--- src/rtl/hvgen_param_if.sv ---
// Raster timing bundle: game-core pixel/adjust inputs, position, sync and video outputs.
interface hvgen_param_if #(
    parameter int CW    = 9,
    parameter int RGB_W = 12,
    parameter int ADJ_W = 4
);
    logic                    PCE;
    logic signed [ADJ_W-1:0] H_ADJ;
    logic signed [ADJ_W-1:0] V_ADJ;
    logic [RGB_W-1:0]        iRGB;
    logic [CW-1:0]           HPOS;
    logic [CW-1:0]           VPOS;
    logic                    HBLK;
    logic                    VBLK;
    logic                    HSYN;
    logic                    VSYN;
    logic                    LSTART;
    logic                    FSTART;
    logic [7:0]              FCNT;
    logic [RGB_W-1:0]        oRGB;
    logic                    DE;

    modport master (
        input  PCE, H_ADJ, V_ADJ, iRGB,
        output HPOS, VPOS, HBLK, VBLK, HSYN, VSYN,
        output LSTART, FSTART, FCNT, oRGB, DE
    );

    modport slave (
        output PCE, H_ADJ, V_ADJ, iRGB,
        input  HPOS, VPOS, HBLK, VBLK, HSYN, VSYN,
        input  LSTART, FSTART, FCNT, oRGB, DE
    );
endinterface

--- src/rtl/hvgen_param.sv ---
// Parametrised raster timing generator, single MCLK domain gated by PCE.
// Sync start is frame-latched from the signed adjust inputs.
module hvgen_param #(
    parameter int CW       = 9,
    parameter int H_ACTIVE = 288,
    parameter int H_FP     = 24,
    parameter int H_SYNC   = 32,
    parameter int H_BP     = 40,
    parameter int V_ACTIVE = 224,
    parameter int V_FP     = 12,
    parameter int V_SYNC   = 8,
    parameter int V_BP     = 20,
    parameter bit HS_POL   = 1'b0,
    parameter bit VS_POL   = 1'b0,
    parameter int RGB_W    = 12,
    parameter int ADJ_W    = 4
) (
    input  logic          MCLK,
    input  logic          RESET_N,
    hvgen_param_if.master vif
);

    localparam int H_TOTAL = H_ACTIVE + H_FP + H_SYNC + H_BP;
    localparam int V_TOTAL = V_ACTIVE + V_FP + V_SYNC + V_BP;
    localparam int H_WRAP  = H_ACTIVE + H_FP + H_SYNC;
    localparam int V_WRAP  = V_ACTIVE + V_FP + V_SYNC;

    localparam logic [CW-1:0] H_LAST = CW'(H_TOTAL - 1);
    localparam logic [CW-1:0] V_LAST = CW'(V_TOTAL - 1);
    localparam logic [CW-1:0] C_ONE  = CW'(1);

    if (H_TOTAL > (1 << CW)) begin : g_h_range
        $error("hvgen_param: H_TOTAL does not fit in CW bits");
    end
    if (V_TOTAL > (1 << CW)) begin : g_v_range
        $error("hvgen_param: V_TOTAL does not fit in CW bits");
    end

    // Porch tail is shown as negative positions counting up to 2^CW-1.
    function automatic logic [CW-1:0] map_pos(
        input logic [CW-1:0] c,
        input int            wrap,
        input int            total
    );
        int v;
        v = int'(c);
        if (v >= wrap) v = v - total + (1 << CW);
        return v[CW-1:0];
    endfunction

    function automatic logic sync_on(
        input logic [CW-1:0]          c,
        input logic signed [ADJ_W-1:0] adj,
        input int                     nom,
        input int                     lo,
        input int                     hi,
        input int                     width
    );
        int s;
        s = nom + int'(adj);
        if (s < lo) s = lo;
        else if (s > hi) s = hi;
        return (int'(c) >= s) && (int'(c) < s + width);
    endfunction

    logic [CW-1:0]           hc_q, hc_d;
    logic [CW-1:0]           vc_q, vc_d;
    logic signed [ADJ_W-1:0] hadj_q, hadj_d;
    logic signed [ADJ_W-1:0] vadj_q, vadj_d;
    logic                    fs_d;

    logic [CW-1:0]    hpos_q, vpos_q;
    logic             hblk_q, vblk_q;
    logic             hsyn_q, vsyn_q;
    logic             lstart_q, fstart_q;
    logic [7:0]       fcnt_q;
    logic [RGB_W-1:0] orgb_q;
    logic             de_q;

    always_comb begin
        hc_d = (hc_q == H_LAST) ? '0 : hc_q + C_ONE;
        vc_d = vc_q;
        if (hc_q == H_LAST) begin
            vc_d = (vc_q == V_LAST) ? '0 : vc_q + C_ONE;
        end
        fs_d   = (hc_d == '0) && (vc_d == '0);
        hadj_d = fs_d ? vif.H_ADJ : hadj_q;
        vadj_d = fs_d ? vif.V_ADJ : vadj_q;
    end

    // Outputs decode the next count so they line up with HPOS/VPOS.
    always_ff @(posedge MCLK or negedge RESET_N) begin
        if (!RESET_N) begin
            hc_q     <= H_LAST;
            vc_q     <= V_LAST;
            hadj_q   <= '0;
            vadj_q   <= '0;
            hpos_q   <= '1;
            vpos_q   <= '1;
            hblk_q   <= 1'b1;
            vblk_q   <= 1'b1;
            hsyn_q   <= ~HS_POL;
            vsyn_q   <= ~VS_POL;
            lstart_q <= 1'b0;
            fstart_q <= 1'b0;
            fcnt_q   <= '0;
            orgb_q   <= '0;
            de_q     <= 1'b0;
        end else if (vif.PCE) begin
            hc_q     <= hc_d;
            vc_q     <= vc_d;
            hadj_q   <= hadj_d;
            vadj_q   <= vadj_d;
            hpos_q   <= map_pos(hc_d, H_WRAP, H_TOTAL);
            vpos_q   <= map_pos(vc_d, V_WRAP, V_TOTAL);
            hblk_q   <= int'(hc_d) >= H_ACTIVE;
            vblk_q   <= int'(vc_d) >= V_ACTIVE;
            hsyn_q   <= sync_on(hc_d, hadj_d, H_ACTIVE + H_FP,
                                H_ACTIVE, H_TOTAL - H_SYNC, H_SYNC)
                        ? HS_POL : ~HS_POL;
            vsyn_q   <= sync_on(vc_d, vadj_d, V_ACTIVE + V_FP,
                                V_ACTIVE, V_TOTAL - V_SYNC, V_SYNC)
                        ? VS_POL : ~VS_POL;
            lstart_q <= (hc_d == '0);
            fstart_q <= fs_d;
            if (fs_d) fcnt_q <= fcnt_q + 8'd1;
            orgb_q   <= (hblk_q | vblk_q) ? '0 : vif.iRGB;
            de_q     <= ~(hblk_q | vblk_q);
        end
    end

    assign vif.HPOS   = hpos_q;
    assign vif.VPOS   = vpos_q;
    assign vif.HBLK   = hblk_q;
    assign vif.VBLK   = vblk_q;
    assign vif.HSYN   = hsyn_q;
    assign vif.VSYN   = vsyn_q;
    assign vif.LSTART = lstart_q;
    assign vif.FSTART = fstart_q;
    assign vif.FCNT   = fcnt_q;
    assign vif.oRGB   = orgb_q;
    assign vif.DE     = de_q;

endmodule

--- src/flat_wrapper.sv ---
// flat-port wrapper written by rule: the top's interface ports become plain ports
module hvgen_param_flat 
#(
    parameter int CW       = 9,
    parameter int H_ACTIVE = 288,
    parameter int H_FP     = 24,
    parameter int H_SYNC   = 32,
    parameter int H_BP     = 40,
    parameter int V_ACTIVE = 224,
    parameter int V_FP     = 12,
    parameter int V_SYNC   = 8,
    parameter int V_BP     = 20,
    parameter bit HS_POL   = 1'b0,
    parameter bit VS_POL   = 1'b0,
    parameter int RGB_W    = 12,
    parameter int ADJ_W    = 4
)
  (MCLK, RESET_N, vif_PCE, vif_H_ADJ, vif_V_ADJ, vif_iRGB, vif_HPOS, vif_VPOS, vif_HBLK, vif_VBLK, vif_HSYN, vif_VSYN, vif_LSTART, vif_FSTART, vif_FCNT, vif_oRGB, vif_DE);
  hvgen_param_if #(.CW(CW), .RGB_W(RGB_W), .ADJ_W(ADJ_W)) vif_i ();
  input  logic MCLK;
  input  logic RESET_N;
  input wire logic [$bits(vif_i.PCE)-1:0] vif_PCE;
  input wire logic [$bits(vif_i.H_ADJ)-1:0] vif_H_ADJ;
  input wire logic [$bits(vif_i.V_ADJ)-1:0] vif_V_ADJ;
  input wire logic [$bits(vif_i.iRGB)-1:0] vif_iRGB;
  output wire logic [$bits(vif_i.HPOS)-1:0] vif_HPOS;
  output wire logic [$bits(vif_i.VPOS)-1:0] vif_VPOS;
  output wire logic [$bits(vif_i.HBLK)-1:0] vif_HBLK;
  output wire logic [$bits(vif_i.VBLK)-1:0] vif_VBLK;
  output wire logic [$bits(vif_i.HSYN)-1:0] vif_HSYN;
  output wire logic [$bits(vif_i.VSYN)-1:0] vif_VSYN;
  output wire logic [$bits(vif_i.LSTART)-1:0] vif_LSTART;
  output wire logic [$bits(vif_i.FSTART)-1:0] vif_FSTART;
  output wire logic [$bits(vif_i.FCNT)-1:0] vif_FCNT;
  output wire logic [$bits(vif_i.oRGB)-1:0] vif_oRGB;
  output wire logic [$bits(vif_i.DE)-1:0] vif_DE;
  assign vif_i.PCE = vif_PCE;
  assign vif_i.H_ADJ = vif_H_ADJ;
  assign vif_i.V_ADJ = vif_V_ADJ;
  assign vif_i.iRGB = vif_iRGB;
  assign vif_HPOS = vif_i.HPOS;
  assign vif_VPOS = vif_i.VPOS;
  assign vif_HBLK = vif_i.HBLK;
  assign vif_VBLK = vif_i.VBLK;
  assign vif_HSYN = vif_i.HSYN;
  assign vif_VSYN = vif_i.VSYN;
  assign vif_LSTART = vif_i.LSTART;
  assign vif_FSTART = vif_i.FSTART;
  assign vif_FCNT = vif_i.FCNT;
  assign vif_oRGB = vif_i.oRGB;
  assign vif_DE = vif_i.DE;
  hvgen_param #(.CW(CW), .H_ACTIVE(H_ACTIVE), .H_FP(H_FP), .H_SYNC(H_SYNC), .H_BP(H_BP), .V_ACTIVE(V_ACTIVE), .V_FP(V_FP), .V_SYNC(V_SYNC), .V_BP(V_BP), .HS_POL(HS_POL), .VS_POL(VS_POL), .RGB_W(RGB_W), .ADJ_W(ADJ_W)) u_core (.MCLK(MCLK), .RESET_N(RESET_N), .vif(vif_i));
endmodule
--- config.mk ---
export PLATFORM = sky130hd
export DESIGN_NAME = hvgen_param_flat
export DESIGN_NICKNAME = d
export VERILOG_FILES = /design/src/rtl/hvgen_param_if.sv /design/src/rtl/hvgen_param.sv /design/src/flat_wrapper.sv
export SDC_FILE = /design/constraint.sdc
export NUM_CORES = 1
export LEC_CHECK = 0
export ABC_AREA = 1
export CAP_MARGIN = 20
export CORE_MARGIN = 2
export CORE_UTILIZATION = 54
export CTS_CLUSTER_DIAMETER = 40
export DETAILED_ROUTE_END_ITERATION = 10
export PLACE_DENSITY = 0.8
export SLEW_MARGIN = 20
export SYNTH_ARGS = -nofsm -noshare
export SYNTH_HDL_FRONTEND = slang
export SYNTH_SLANG_ARGS = --single-unit
--- constraint.sdc ---
create_clock -name MCLK -period 4.8 [get_ports MCLK]
set_input_delay 0.96 -clock MCLK [delete_from_list [all_inputs] [get_ports MCLK]]
set_output_delay 0.96 -clock MCLK [all_outputs]
set_load 0.02 [all_outputs]
==> results of run 1 <==
## state kept, by name, indices dropped and copies added (netlist names)
register	flops
u_core.hadj_q	4
u_core.hc_q	2
u_core.vadj_q	4
u_core.vc_q	6
u_core.vif.DE	1
u_core.vif.FCNT	8
u_core.vif.FSTART	1
u_core.vif.HBLK	1
u_core.vif.HPOS	9
u_core.vif.HSYN	1
u_core.vif.LSTART	1
u_core.vif.VBLK	1
u_core.vif.VPOS	9
u_core.vif.VSYN	1
u_core.vif.oRGB	12
## worst min path at each step
stage                       start            endpoint  slack (ns)  depth (start not counted)
2_1_floorplan    u_core.hadj_q[0]    u_core.hadj_q[0]        0.45                          2
3_3_place_gp   u_core.vif.VPOS[3]  u_core.vif.VPOS[3]        0.46                          2
3_5_place_dp   u_core.vif.VPOS[7]  u_core.vif.VPOS[7]        0.46                          2
4_1_cts        u_core.vif.VPOS[7]  u_core.vif.VPOS[7]        0.47                          2
5_1_grt        u_core.vif.VPOS[6]  u_core.vif.VPOS[6]        0.48                          2
6_report       u_core.vif.VPOS[7]  u_core.vif.VPOS[7]        0.47                          2
## area by class of cell
cell class | count | area, sq um
sequential | 61 | 1560
inverter | 63 | 241
fill | 672 | 2590
multi-input combinational | 398 | 2210
clock buffer | 10 | 128
timing repair buffer | 70 | 688
tap | 102 | 128
clock inverter | 6 | 63.8
## power by group
part / internal, mW / leakage (nW) / switching (mW)
combinational: 0.267 / 1.68 / 0.413
sequential: 0.628 / 0.739 / 0.0793
clock: 0.239 / 0.0923 / 0.219
total: 1.13 / 2.51 / 0.711
## layer usage
metal,track usage (%),up-vias,wire length (microns)
li1,-,1840,-
met1,32.7,1729,4550
met2,38.1,95,4540
met3,3.45,15,428
met4,8.96,0,138
met5,0,-,0
## metrics by stage
stage	setup WS, ns	std cells	power (mW)
finish	0.992	710	1.85
floorplan	1.44	547	1.17
global placement	1.16	694	1.38
detailed placement	1.02	694	1.39
global route	0.602	710	1.96
CTS	0.995	710	1.86
## critical path, cell delays in order (launching register included)
cell and delay (ns):
sky130_fd_sc_hd__dfstp_2 0.59, sky130_fd_sc_hd__ha_1 0.21, sky130_fd_sc_hd__nand3_2 0.13, sky130_fd_sc_hd__inv_2 0.10
sky130_fd_sc_hd__nand3_4 0.24, sky130_fd_sc_hd__clkinv_4 0.18, sky130_fd_sc_hd__nand2_1 0.08, sky130_fd_sc_hd__nand2_2 0.11
sky130_fd_sc_hd__nand2_2 0.09, sky130_fd_sc_hd__nor2_4 0.10, sky130_fd_sc_hd__nand2_4 0.09, sky130_fd_sc_hd__nor2_8 0.17
sky130_fd_sc_hd__nand2_4 0.13, sky130_fd_sc_hd__o21ai_2 0.18, sky130_fd_sc_hd__inv_2 0.04, sky130_fd_sc_hd__ha_1 0.30
sky130_fd_sc_hd__ha_1 0.29, sky130_fd_sc_hd__inv_1 0.09, sky130_fd_sc_hd__nand4_1 0.08, sky130_fd_sc_hd__nand3b_1 0.09
sky130_fd_sc_hd__nand2_1 0.05, sky130_fd_sc_hd__nand2_1 0.05, sky130_fd_sc_hd__nand2_1 0.04, sky130_fd_sc_hd__o21ai_0 0.15
sky130_fd_sc_hd__nand3_1 0.09, sky130_fd_sc_hd__nand2_1 0.06, sky130_fd_sc_hd__inv_1 0.04
## cells in the final DEF, fill, tap and decap left out, drive strengths merged, types with 7 or more instances in the layout
cell type      synthesis  final
dfrtp                 37     37
clkdlybuf4s50          0     66
inv                   62     62
xnor2                  7      7
o21ai                 33     33
ha                    23     23
nand2                206    206
dfstp                 24     24
nand4                 16     16
nor2                  34     34
clkbuf                10     10
nand3                 51     51
## cell families (layout without fill, tap and decap cells)
| family | after synthesis | in the layout | share of synthesized area, % |
|---|---|---|---|
| buf+inv | 88 | 149 | 9.61 |
| compound gates | 45 | 45 | 6.31 |
| xor+xnor | 13 | 13 | 2.91 |
| flops | 61 | 61 | 37.4 |
| simple gates | 317 | 317 | 36.9 |
| fa+ha+maj | 23 | 23 | 6.91 |
==> run summary, run 1 <==
The run finished with clean final reports. The final count of hold timing violations was 0; the largest buffer count on any clock path was 2. After synthesis, the cell types taking the most area are sky130_fd_sc_hd__dfrtp_1 22%, sky130_fd_sc_hd__nand2_1 17%, sky130_fd_sc_hd__dfstp_2 15%, sky130_fd_sc_hd__ha_1 6.9%, sky130_fd_sc_hd__nand3_1 5.2%. Global routing consumed, over all layers together, 23.8% of the routing resources.

Number of buffers inserted for hold repair after clock tree synthesis: 0. The finished cells cover 0.00501 sq mm. The post-synthesis area per instance was 7.61 sq um. The logs give 142 for the initial detailed-routing violation count and 0.00843 sq mm for the total die area. The number of antenna violations at the first check in global routing was 0. For the cell area after placement, the log shows 0.00482 sq mm. TritonCTS built the clock tree. Across the run, the number of max-cap violations was 0. The first-pass GRT wire length is 16300 microns, and the count of flip-flops with a built-in enable after synthesis is 0. The accumulated negative setup slack is 0 ns. In the synthesized netlist the dominant register cell turns out to be sky130_fd_sc_hd__dfrtp_1. For this run, the detailed router's first-pass iteration total came to 5.

Once the floorplan was initialized, standard cells occupied 54.8% of the core. The area inside the core boundary came out at 0.00761 sq mm. The count of final setup violators was 0.

Of all flip-flops after synthesis, the portion carrying an async set or reset was 100%. The area added between synthesis and finish was 20.4%; the remaining design rule violation count was 0. The last element of the critical path is u_core.vif.VSYN. CTS saw 61 sinks. The worst path uses 79.3% of the clock period.

Number of inserted diodes: 0. The most common cell in the netlist was sky130_fd_sc_hd__nand2_1. STA puts the critical path data required time at 5.08 ns. Entering global routing, the biggest net connects 62 pins. Achievable clock frequency: 263 MHz. The number of cells traversed by the worst register-to-register path came out at 26.

The congestion estimate from routability-driven global placement came to 0.897. For the worst setup path, the data arrival time is 4.09 ns. After synthesis the cells add up to 0.00417 sq mm. The tools report the source of the critical timing path as u_core.vif.HPOS[0]. The worst setup path is captured at a flop. After the last flow step, the layout net total stands at 649. The cell type with the highest aggregate area in the netlist is sky130_fd_sc_hd__dfrtp_1. When the netlist entered floorplanning its net count stood at 593. The critical path in this run is classified as reg -> reg. The worst-case IR drop observed on VDD is 0.175 mV. Setup slack on the worst reg-to-reg path comes out at 0.99 ns.

Width of the chip: 91.8 microns. The worst hold path belongs to the class reg -> reg. Once the clock tree was built, the resizer swapped 0 gates to a different size. For the final antenna-violating net count, the log shows 0.

The Yosys step of the flow raised 0 warnings. The number of clock buffers added by TritonCTS is 9. The tightest hold path in the finished design has a slack of 0.468 ns. The cell count after synthesis came out at 547. For this block, the routed nets add up to 9660 microns of wire. In this run the core area contains 32 standard-cell rows. The HPWL after detailed placement is 6970 microns. For the pin with the worst max-slew slack, the measured transition is 0.783 ns. CTS built an H-tree with a depth of 3. The via density per instance is 5.18.

The endpoint identified for the worst register-to-register timing path is u_core.vif.VSYN. After synthesis, the netlist uses 38 different library cells. For the total global routing overflow, the log shows 0. The via count was 3679.

The setup fix buffers added after clock tree synthesis came out at 0. After synthesis, flip-flops and latches occupy 37.4% of the total area. The reg-to-reg critical path startpoint was u_core.vif.HPOS[0].

The analysis attributes to cell leakage a power of 2.51 nW. For the worst-skew pair, the clock arrives at the later sink with an insertion delay of 0.34 ns. The synthesized design contains 61 register bits.

For the via count of the first global-routing pass, the log shows 3495. The root buffer cell is sky130_fd_sc_hd__clkbuf_8. The kind of start point of the critical path was a flop. Measured along the y axis, the die boundary spans 91.8 microns.

Clock-pin slew was measured on the worst setup and hold paths at 0.08 ns. Counting I/O delays and the setup requirement, the final critical path takes 3.81 ns. Of all nets on the critical path, the largest fanout is 14. The number of buffers added on ports came out at 67.

Setup repair after global routing left no endpoint under its margin. 68 I/O pins were placed. The power density over cell area was 368 mW/mm^2.

The portion of synthesized cell area occupied by the leading cell type is 22.2%. The count of pins over their slew limit was 0; the routed wirelength normalized by instance count was 13.6 microns. Once layout is complete, the utilization of the core stands at 65.9%. The post-route netlist has 15.8% of its cells at a drive strength greater than 1. On the final layout, the worst clock skew is 0.0102 ns. Measured against its own limit, the worst slew margin works out to 47.8%.

By count the netlist is led by 189 x sky130_fd_sc_hd__nand2_1, 52 x sky130_fd_sc_hd__inv_1, 43 x sky130_fd_sc_hd__nand3_1.
No activity file was read; power rests on OpenSTA's default activity.
==> run 2, diff against run 1 <==
==> constraint.sdc (replaced) <==
create_clock -name MCLK -period 3.8 [get_ports MCLK]
set_input_delay 0.76 -clock MCLK [delete_from_list [all_inputs] [get_ports MCLK]]
set_output_delay 0.76 -clock MCLK [all_outputs]
set_load 0.02 [all_outputs]
==> run 2 against run 1 <==
Against the previous run: first-iteration DRC count up 25%; critical path depth down 2; global-route usage up 1.2 points; cell count up 2.1%; register-to-register slack worse by 0.77 ns; via count up 4.1%; die area unchanged; non-clock buffer count up 14; maximum frequency up 6.4%; clock skew down 0.0032 ns; sequential power up 27%; largest cell class unchanged.
==> run summary, run 2 (same netlist as run 1, synthesis figures left out) <==
The routed wirelength normalized by instance count is 14.1 microns (+3.8%), and the slew at the pin closest to its max-slew limit is 0.947 ns (+0.165 ns). The number of top-level pins was 68 (unchanged). Area inside the core boundary: 0.00761 sq mm (unchanged). The final count of hold timing violations is 0 (unchanged). The number of buffers added on ports came out at 67 (unchanged). The total die area came out at 0.00843 sq mm (unchanged). For the depth of the CTS H-tree, the log shows 3 (unchanged). The TritonCTS sink count was 61 (unchanged); the met3 wire length was 407 microns (-4.9%). Tracing the worst setup path back leads to its startpoint at u_core.vif.HPOS[0]. The startpoint identified for the worst hold timing path is u_core.vif.VPOS[7].

The run gives 4.10 ns (-0.98 ns) as the critical path required time. The worst register-to-register path begins at u_core.vif.HPOS[0]. The critical path depth is 24 (-7.7%). The filler cell count in the final layout was 614 (-8.6%); the wire length on met1 was 4700 microns (+3.3%). Maximum fanout count along the critical path: 8 (-6). TritonCTS built the clock tree.

The number of inserted diodes is 0 (unchanged), and the highest ir drop seen on vdd is 0.216 mV (+23%). The top metal layer carrying routed signals was met4. The height of the chip is 91.8 microns (unchanged). The tree is rooted in a sky130_fd_sc_hd__clkbuf_8. The worst slack at placement is 0.0805 ns (-0.939 ns), and the number of antenna violations at the first check in global routing is 0 (unchanged). Clock transition time at the flip-flop clock pins of the worst setup and hold paths: 0.08 ns (about the same). The via density per instance works out to 5.28 (+1.9%). For the met2 wire length, the log shows 4880 microns (+7.6%). Traced cell by cell, the critical path runs through ha_4, nand3_4, inv_2, nand3_4, buf_4, nand3_4, nand2_2, inv_2, nand3_4, nor2_8, buf_4, nand3_1, nand2_1, inv_1, ha_1, inv_1, nor2_1, o21ai_0, nand2_1, a31oi_1, nor3_1, o211ai_1, o21ai_0, inv_1. The final antenna-violating net count was 0 (unchanged); the site row count was 32 (unchanged). The slowest cell on the critical path was sky130_fd_sc_hd__dfstp_2.

The count of buffering cells on the critical path with inverters included works out to 7 (+2). The path class of the tightest hold or removal check is reg -> reg. The delay contributed by the slowest stage of the critical path was 0.60 ns (about the same). The worst setup path is of the reg -> reg kind. STA classifies the critical path startpoint as a flop. The achievable clock frequency came out at 280 MHz (+6.4%). The post-layout minimum cycle time works out to 3.58 ns (-0.231 ns).

The flip-flop count of the largest register, all copies and words added is 12 (unchanged). The cell type group with the largest total delay on the critical path is simple AND/OR/NAND/NOR gates. The worst reg-to-reg setup slack was 0.22 ns (-0.77 ns); the layout cell share with drive strength beyond 1 was 18.6% (+2.8 points). The count of final setup violators is 0 (unchanged).

The total global-route track usage was 25.0% (+1.2 points). Last element of the critical path: u_core.vif.HSYN. The logs give 0.36 ns (+0.02 ns) for the clock latency reported for the late side of the worst-skew pair and 0.223 ns (-0.769 ns) for the worst setup slack after layout. The top cell types in the final layout, fill and taps aside, are 188 x sky130_fd_sc_hd__nand2_1, 66 x sky130_fd_sc_hd__clkdlybuf4s50_1, 52 x sky130_fd_sc_hd__inv_1, 43 x sky130_fd_sc_hd__nand3_1, 37 x sky130_fd_sc_hd__dfrtp_1. The total clock buffers created by CTS was 9 (unchanged).

The post-route core utilization came out at 68.3% (+2.4 points). The count of pins over their slew limit is 0 (unchanged), and the number of max-cap violations is 0 (unchanged). The number of detailed-route iterations in the first pass was 5 (unchanged). Leaving out fill and tap cells, the most frequent cell in the layout is sky130_fd_sc_hd__nand2_1.

The run gives 3.88 ns (-0.21 ns) as the data arrival time of the worst path. The critical path capture point type is a flop. The width of the chip is 91.8 microns (unchanged). The critical register-to-register path endpoint was u_core.vif.HSYN. The initial detailed-routing violation count is 177 (+25%), and the via count of the first global-routing pass is 3493 (-0.057%).

The tools report the via count as 3829 (+4.1%). The tools report the placed wire-length estimate after detailed placement as 7310 microns (+4.9%). The number of cells traversed by the worst register-to-register path works out to 24 (-7.7%). The remaining design rule violation count was 0 (unchanged); the largest buffer count on any clock path was 2 (unchanged). The routability-driven placement congestion ratio is 0.909 (+1.3%), and the final net count is 664 (+2.3%). The logs give 0.00704 ns (-0.00319 ns) for the final worst clock skew and 10200 microns (+6.0%) for the total wirelength of the detailed-routed design.

The flow ran to the end, and the final reports show no timing, DRC or antenna violations. Cell occurring most often along the worst timing path: sky130_fd_sc_hd__nand3_4. The relative max-transition margin was 36.8% (-11 points).

The fraction of the cycle the final worst path needs was 94.1% (+15 points). The number of buffers inserted for hold repair after clock tree synthesis came out at 0 (unchanged). The effective utilization at floorplan was 54.8% (unchanged); the area added between synthesis and finish was 24.7%. The power consumption came out at 2.41 mW (+31%).

The first-pass GRT wire length was 16700 microns (+2.7%); the power density over cell area was 465 mW/mm^2 (+26%). The tools report the largest net degree at the start of global routing as 47 (-24%). Leakage power: 2.57 nW (+2.4%). The total global routing overflow was 0 (unchanged).
run 2: cell count changes in the layout (fill, tap and decap cells not counted), sizes merged:
| cell | delta |
|---|---|
| clkinvlp | +1 |
| clkbuf | -1 |
| inv | +1 |
| buf | +14 |
run 2: worst register-to-register path: cells and delay by family, from the launching register on:
kind,cells,cell delay [ns]
flops,1,0.60
buf+inv,7,0.71
simple gates,11,1.09
compound gates,4,0.66
fa+ha+maj,2,0.46
run 2: where the power goes:
part | total [mW] | internal [mW] | switching [mW] | leakage (nW)
combinational | 0.915 | 0.369 | 0.547 | 1.74
sequential | 0.897 | 0.793 | 0.103 | 0.739
clock | 0.603 | 0.304 | 0.299 | 0.0918
run 2: how the worst min path moves through the flow:
stage	end	slack, ns	cells after the start
2_1_floorplan	u_core.hadj_q[0]	0.45	2
3_3_place_gp	u_core.vif.VPOS[7]	0.46	2
3_5_place_dp	u_core.vif.VPOS[7]	0.46	2
4_1_cts	u_core.vif.VPOS[7]	0.47	2
5_1_grt	u_core.vif.VPOS[7]	0.49	2
6_report	u_core.vif.VPOS[7]	0.47	2
run 2: timing repair:
| action | 4_1_cts | 5_1_grt |
|---|---|---|
| buffers inserted | 0 | 11 |
| resized for setup | 0 | 13 |
| endpoints found under the hold margin | 0 | 0 |
| setup endpoints to repair | 0 | 2 |
run 2: layer usage:
metal  vias to the layer above  GRT usage (%)
li1                       1869              -
met1                      1831           33.8
met2                       109           39.0
met3                        20           4.44
met4                         0           12.1
met5                         -              0
run 2: area by class of cell:
| cell class | count | area, sq um | area share [%] |
|---|---|---|---|
| Multi-Input combinational cell | 398 | 2270 | 43.7 |
| Sequential cell | 61 | 1560 | 30.0 |
| Timing Repair Buffer | 84 | 797 | 15.3 |
| Inverter | 63 | 241 | 4.65 |
| Tap cell | 102 | 128 | 2.46 |
| Clock buffer | 9 | 124 | 2.38 |
| Clock inverter | 7 | 75.1 | 1.45 |
| Timing Repair inverter | 1 | 5.00 | 0.0964 |
run 2: metrics by stage:
stage,instances,hold slack (ns),TNS (ns),cell area [sq um]
5_1_grt,725,0.486,-0.0226,5190
3_3_place_gp,697,0.456,0,4840
2_1_floorplan,547,0.449,0,4170
6_report,725,0.469,0,5190
4_1_cts,713,0.471,0,5040
3_5_place_dp,697,0.458,0,4840
==> run 3, diff against run 2 <==
--- a/config.mk
+++ b/config.mk
@@ -7,7 +7,7 @@
 export LEC_CHECK = 0
 export ABC_AREA = 1
 export CAP_MARGIN = 20
-export CORE_MARGIN = 2
+export CORE_MARGIN = 4
 export CORE_UTILIZATION = 54
 export CTS_CLUSTER_DIAMETER = 40
 export DETAILED_ROUTE_END_ITERATION = 10
==> run 3 against run 2 <==
Against the previous run: clock-buffer cell count grew 4; sequential share of layout area about the same; combinational power shrank 0.7%; die area rose by 8.9%; largest power group unchanged; highest routed layer unchanged.
==> run summary, run 3 (same netlist as run 1, synthesis figures left out) <==
The run finished with clean final reports. The power density over cell area is 462 mW/mm^2 (-0.72%), and the via count is 3815 (-0.37%). The site row count is 31 (-3.1%). The via density per instance was 5.26 (-0.37%). The final standard cell count with taps included and fillers excluded is 725 (unchanged), and the initial detailed-routing violation count is 233 (+32%). The logs give 0.0109 ns (+0.00383 ns) for the final worst clock skew and 0.00737 sq mm (-3.1%) for the area inside the core boundary. The routed wirelength normalized by instance count is 13.9 microns (-1.7%). The maximum fanout count along the critical path is 12 (+4). TritonCTS built the clock tree.

The highest ir drop seen on vdd is 0.260 mV (+20%), and the area added between synthesis and finish is 24.6% (about the same). The worst slack at placement was 0.124 ns (+0.0431 ns). The post-layout minimum cycle time was 3.54 ns (-0.0412 ns); the height of the chip was 95.8 microns (+4.4%). The post-route cell area is 0.00519 sq mm (about the same), and the width of the chip is 95.8 microns (+4.4%). The tools report the remaining design rule violation count as 0 (unchanged). The run gives 10100 microns (-1.7%) as the total wirelength of the detailed-routed design.

The critical path capture point type was a flop. The accumulated negative setup slack is 0 ns (unchanged), and the number of top-level pins is 68 (unchanged). The logs give 3.81 ns (-0.07 ns) for the data arrival time of the worst path and 9 (unchanged) for the total clock buffers created by CTS.

The critical path is of the reg -> reg type. The run gives 695 (-0.29%) as the number of placed cells counting well taps. The tools report the final net count as 667 (+0.45%). The cell area after placement was 0.00485 sq mm (about the same); the total global-route track usage was 23.1% (-1.9 points).

The final antenna-violating net count was 0 (unchanged). The achievable clock frequency came out at 283 MHz (+1.2%). The number of buffers added on ports works out to 67 (unchanged). STA classifies the critical path startpoint as a flop. The relative max-transition margin came out at 48.1% (+11 points). The run gives 2 (unchanged) as the largest buffer count on any clock path. For the count of final setup violators, the log shows 0 (unchanged). The tools report the source of the critical timing path as u_core.vif.HPOS[0].

The first-pass GRT wire length is 16800 microns (+0.41%). The tools report the power consumption as 2.40 mW (-0.76%). The effective utilization at floorplan was 56.5% (+1.8 points); the slew at the pin closest to its max-slew limit was 0.775 ns (-0.172 ns). The total die area is 0.00918 sq mm (+8.9%), and the TritonCTS sink count is 61 (unchanged). In this run the worst hold path is classified as reg -> reg.

The leakage power came out at 2.58 nW (+0.44%). The flip-flop count of the largest register, all copies and words added came out at 12 (unchanged). The run gives 5 (unchanged) as the number of detailed-route iterations in the first pass.

The logs give 4.08 ns (-0.02 ns) for the critical path required time and 0 (unchanged) for the final count of hold timing violations. The number of buffers inserted for hold repair after clock tree synthesis was 0 (unchanged); the fraction of the cycle the final worst path needs was 93.1% (-1.1 points). The run gives 3 (unchanged) as the depth of the CTS H-tree. Number of antenna violations at the first check in global routing: 0 (unchanged).

The worst hold path begins at u_core.vif.VPOS[5]. For the placed wire-length estimate after detailed placement, the log shows 7280 microns (-0.37%). Number of inserted diodes: 0 (unchanged). The layout cell share with drive strength beyond 1 came out at 18.7% (+0.071 points). The number of max-cap violations came out at 0 (unchanged).

The worst register-to-register path begins at u_core.vif.HPOS[0]. Total global routing overflow: 0 (unchanged). Routability-driven placement congestion ratio: 0.895 (-1.5%). Root buffer cell: sky130_fd_sc_hd__clkbuf_8. Leaving out fill and tap cells, the most frequent cells in the layout are 188 x sky130_fd_sc_hd__nand2_1, 66 x sky130_fd_sc_hd__clkdlybuf4s50_1, 52 x sky130_fd_sc_hd__inv_1, 43 x sky130_fd_sc_hd__nand3_1, 37 x sky130_fd_sc_hd__dfrtp_1. The run gives 0 (unchanged) as the count of pins over their slew limit.

The clock transition time at the flip-flop clock pins of the worst setup and hold paths was 0.08 ns (about the same). The largest net degree at the start of global routing was 47 (unchanged). The via count of the first global-routing pass came out at 3575 (+2.3%). The clock latency reported for the late side of the worst-skew pair came out at 0.34 ns (-0.02 ns). The library cell used most frequently in the layout, excluding fill and tap cells, is sky130_fd_sc_hd__nand2_1. The tools report the worst setup slack after layout as 0.264 ns (+0.0412 ns).
[run 3: changes by cell type in the layout (fill, tap and decap cells not counted), moves of 2 or more]
cell                       previous run  this run
sky130_fd_sc_hd__buf_4               16        21
sky130_fd_sc_hd__clkinv_2             2         0
sky130_fd_sc_hd__o21ai_0             23        25
sky130_fd_sc_hd__nand3_2              2         4
sky130_fd_sc_hd__nand3_4              6         4
sky130_fd_sc_hd__clkbuf_8             9        11
sky130_fd_sc_hd__clkbuf_1             0         2
sky130_fd_sc_hd__o21ai_1              6         4
[run 3: layout make-up]
cell class | instances | area, sq um
clock buffer | 13 | 159
clock inverter | 3 | 45.0
fill | 591 | 2180
inverter | 63 | 241
multi-input combinational | 398 | 2240
sequential | 61 | 1560
tap | 99 | 124
timing repair buffer | 88 | 823
[run 3: per-layer routing]
metal / part of all wire [%] / track usage [%] / vias to the layer above
met5: 0 / 0 / -
met4: 1.7 / 6.99 / 0
met3: 4.8 / 3.83 / 24
met2: 48 / 36.7 / 115
met1: 45 / 32.4 / 1795
li1: - / - / 1881
[run 3: metrics by stage]
step	utilization, %	hold WS, ns
after floorplan	-	0.449
after global placement	65.8	0.456
after detailed placement	65.8	0.458
after CTS	68.6	0.471
after global routing	70.4	0.483
final	70.4	0.467
[run 3: path summary, 6_finish.rpt]
path	endpoint	slack, ns	depth (start not counted)
hold reg to reg	u_core.vif.VPOS[5]	0.47	2
min in group asynchronous	u_core.vif.FCNT[6]	0.50	1
setup / recovery	u_core.vif.VSYN	0.26	24
hold / removal	u_core.vif.VPOS[5]	0.47	2
max in group asynchronous	u_core.vif.HBLK	2.43	2
setup reg to reg	u_core.vif.VSYN	0.26	24
[run 3: power breakdown]
| part | internal, mW | switching, mW |
|---|---|---|
| logic | 0.366 | 0.543 |
| registers | 0.793 | 0.0964 |
| clock network | 0.339 | 0.259 |
| total | 1.50 | 0.898 |
[run 3: critical path, stage by stage, from the launching register on]
cell	delay [ns]
sky130_fd_sc_hd__dfstp_2	0.57
sky130_fd_sc_hd__ha_2	0.20
sky130_fd_sc_hd__nand3_2	0.12
sky130_fd_sc_hd__inv_2	0.10
sky130_fd_sc_hd__nand3_4	0.13
sky130_fd_sc_hd__buf_4	0.20
sky130_fd_sc_hd__nand2_4	0.07
sky130_fd_sc_hd__nand2_4	0.09
sky130_fd_sc_hd__inv_2	0.12
sky130_fd_sc_hd__nand2_4	0.09
sky130_fd_sc_hd__nor2_8	0.16
sky130_fd_sc_hd__nand2_8	0.10
sky130_fd_sc_hd__o21ai_2	0.21
sky130_fd_sc_hd__ha_1	0.30
sky130_fd_sc_hd__ha_1	0.28
sky130_fd_sc_hd__inv_1	0.08
sky130_fd_sc_hd__nand4_1	0.07
sky130_fd_sc_hd__nand3b_1	0.08
sky130_fd_sc_hd__nand2_1	0.05
sky130_fd_sc_hd__nand2_1	0.05
sky130_fd_sc_hd__nand2_1	0.04
sky130_fd_sc_hd__o21ai_0	0.14
sky130_fd_sc_hd__nand3_1	0.08
sky130_fd_sc_hd__nand2_1	0.06
sky130_fd_sc_hd__inv_1	0.04
[run 3: timing repair]
item                                    CTS  global route
buffers inserted                          0            14
resized for setup                         0             7
endpoints found under the setup margin    0             2
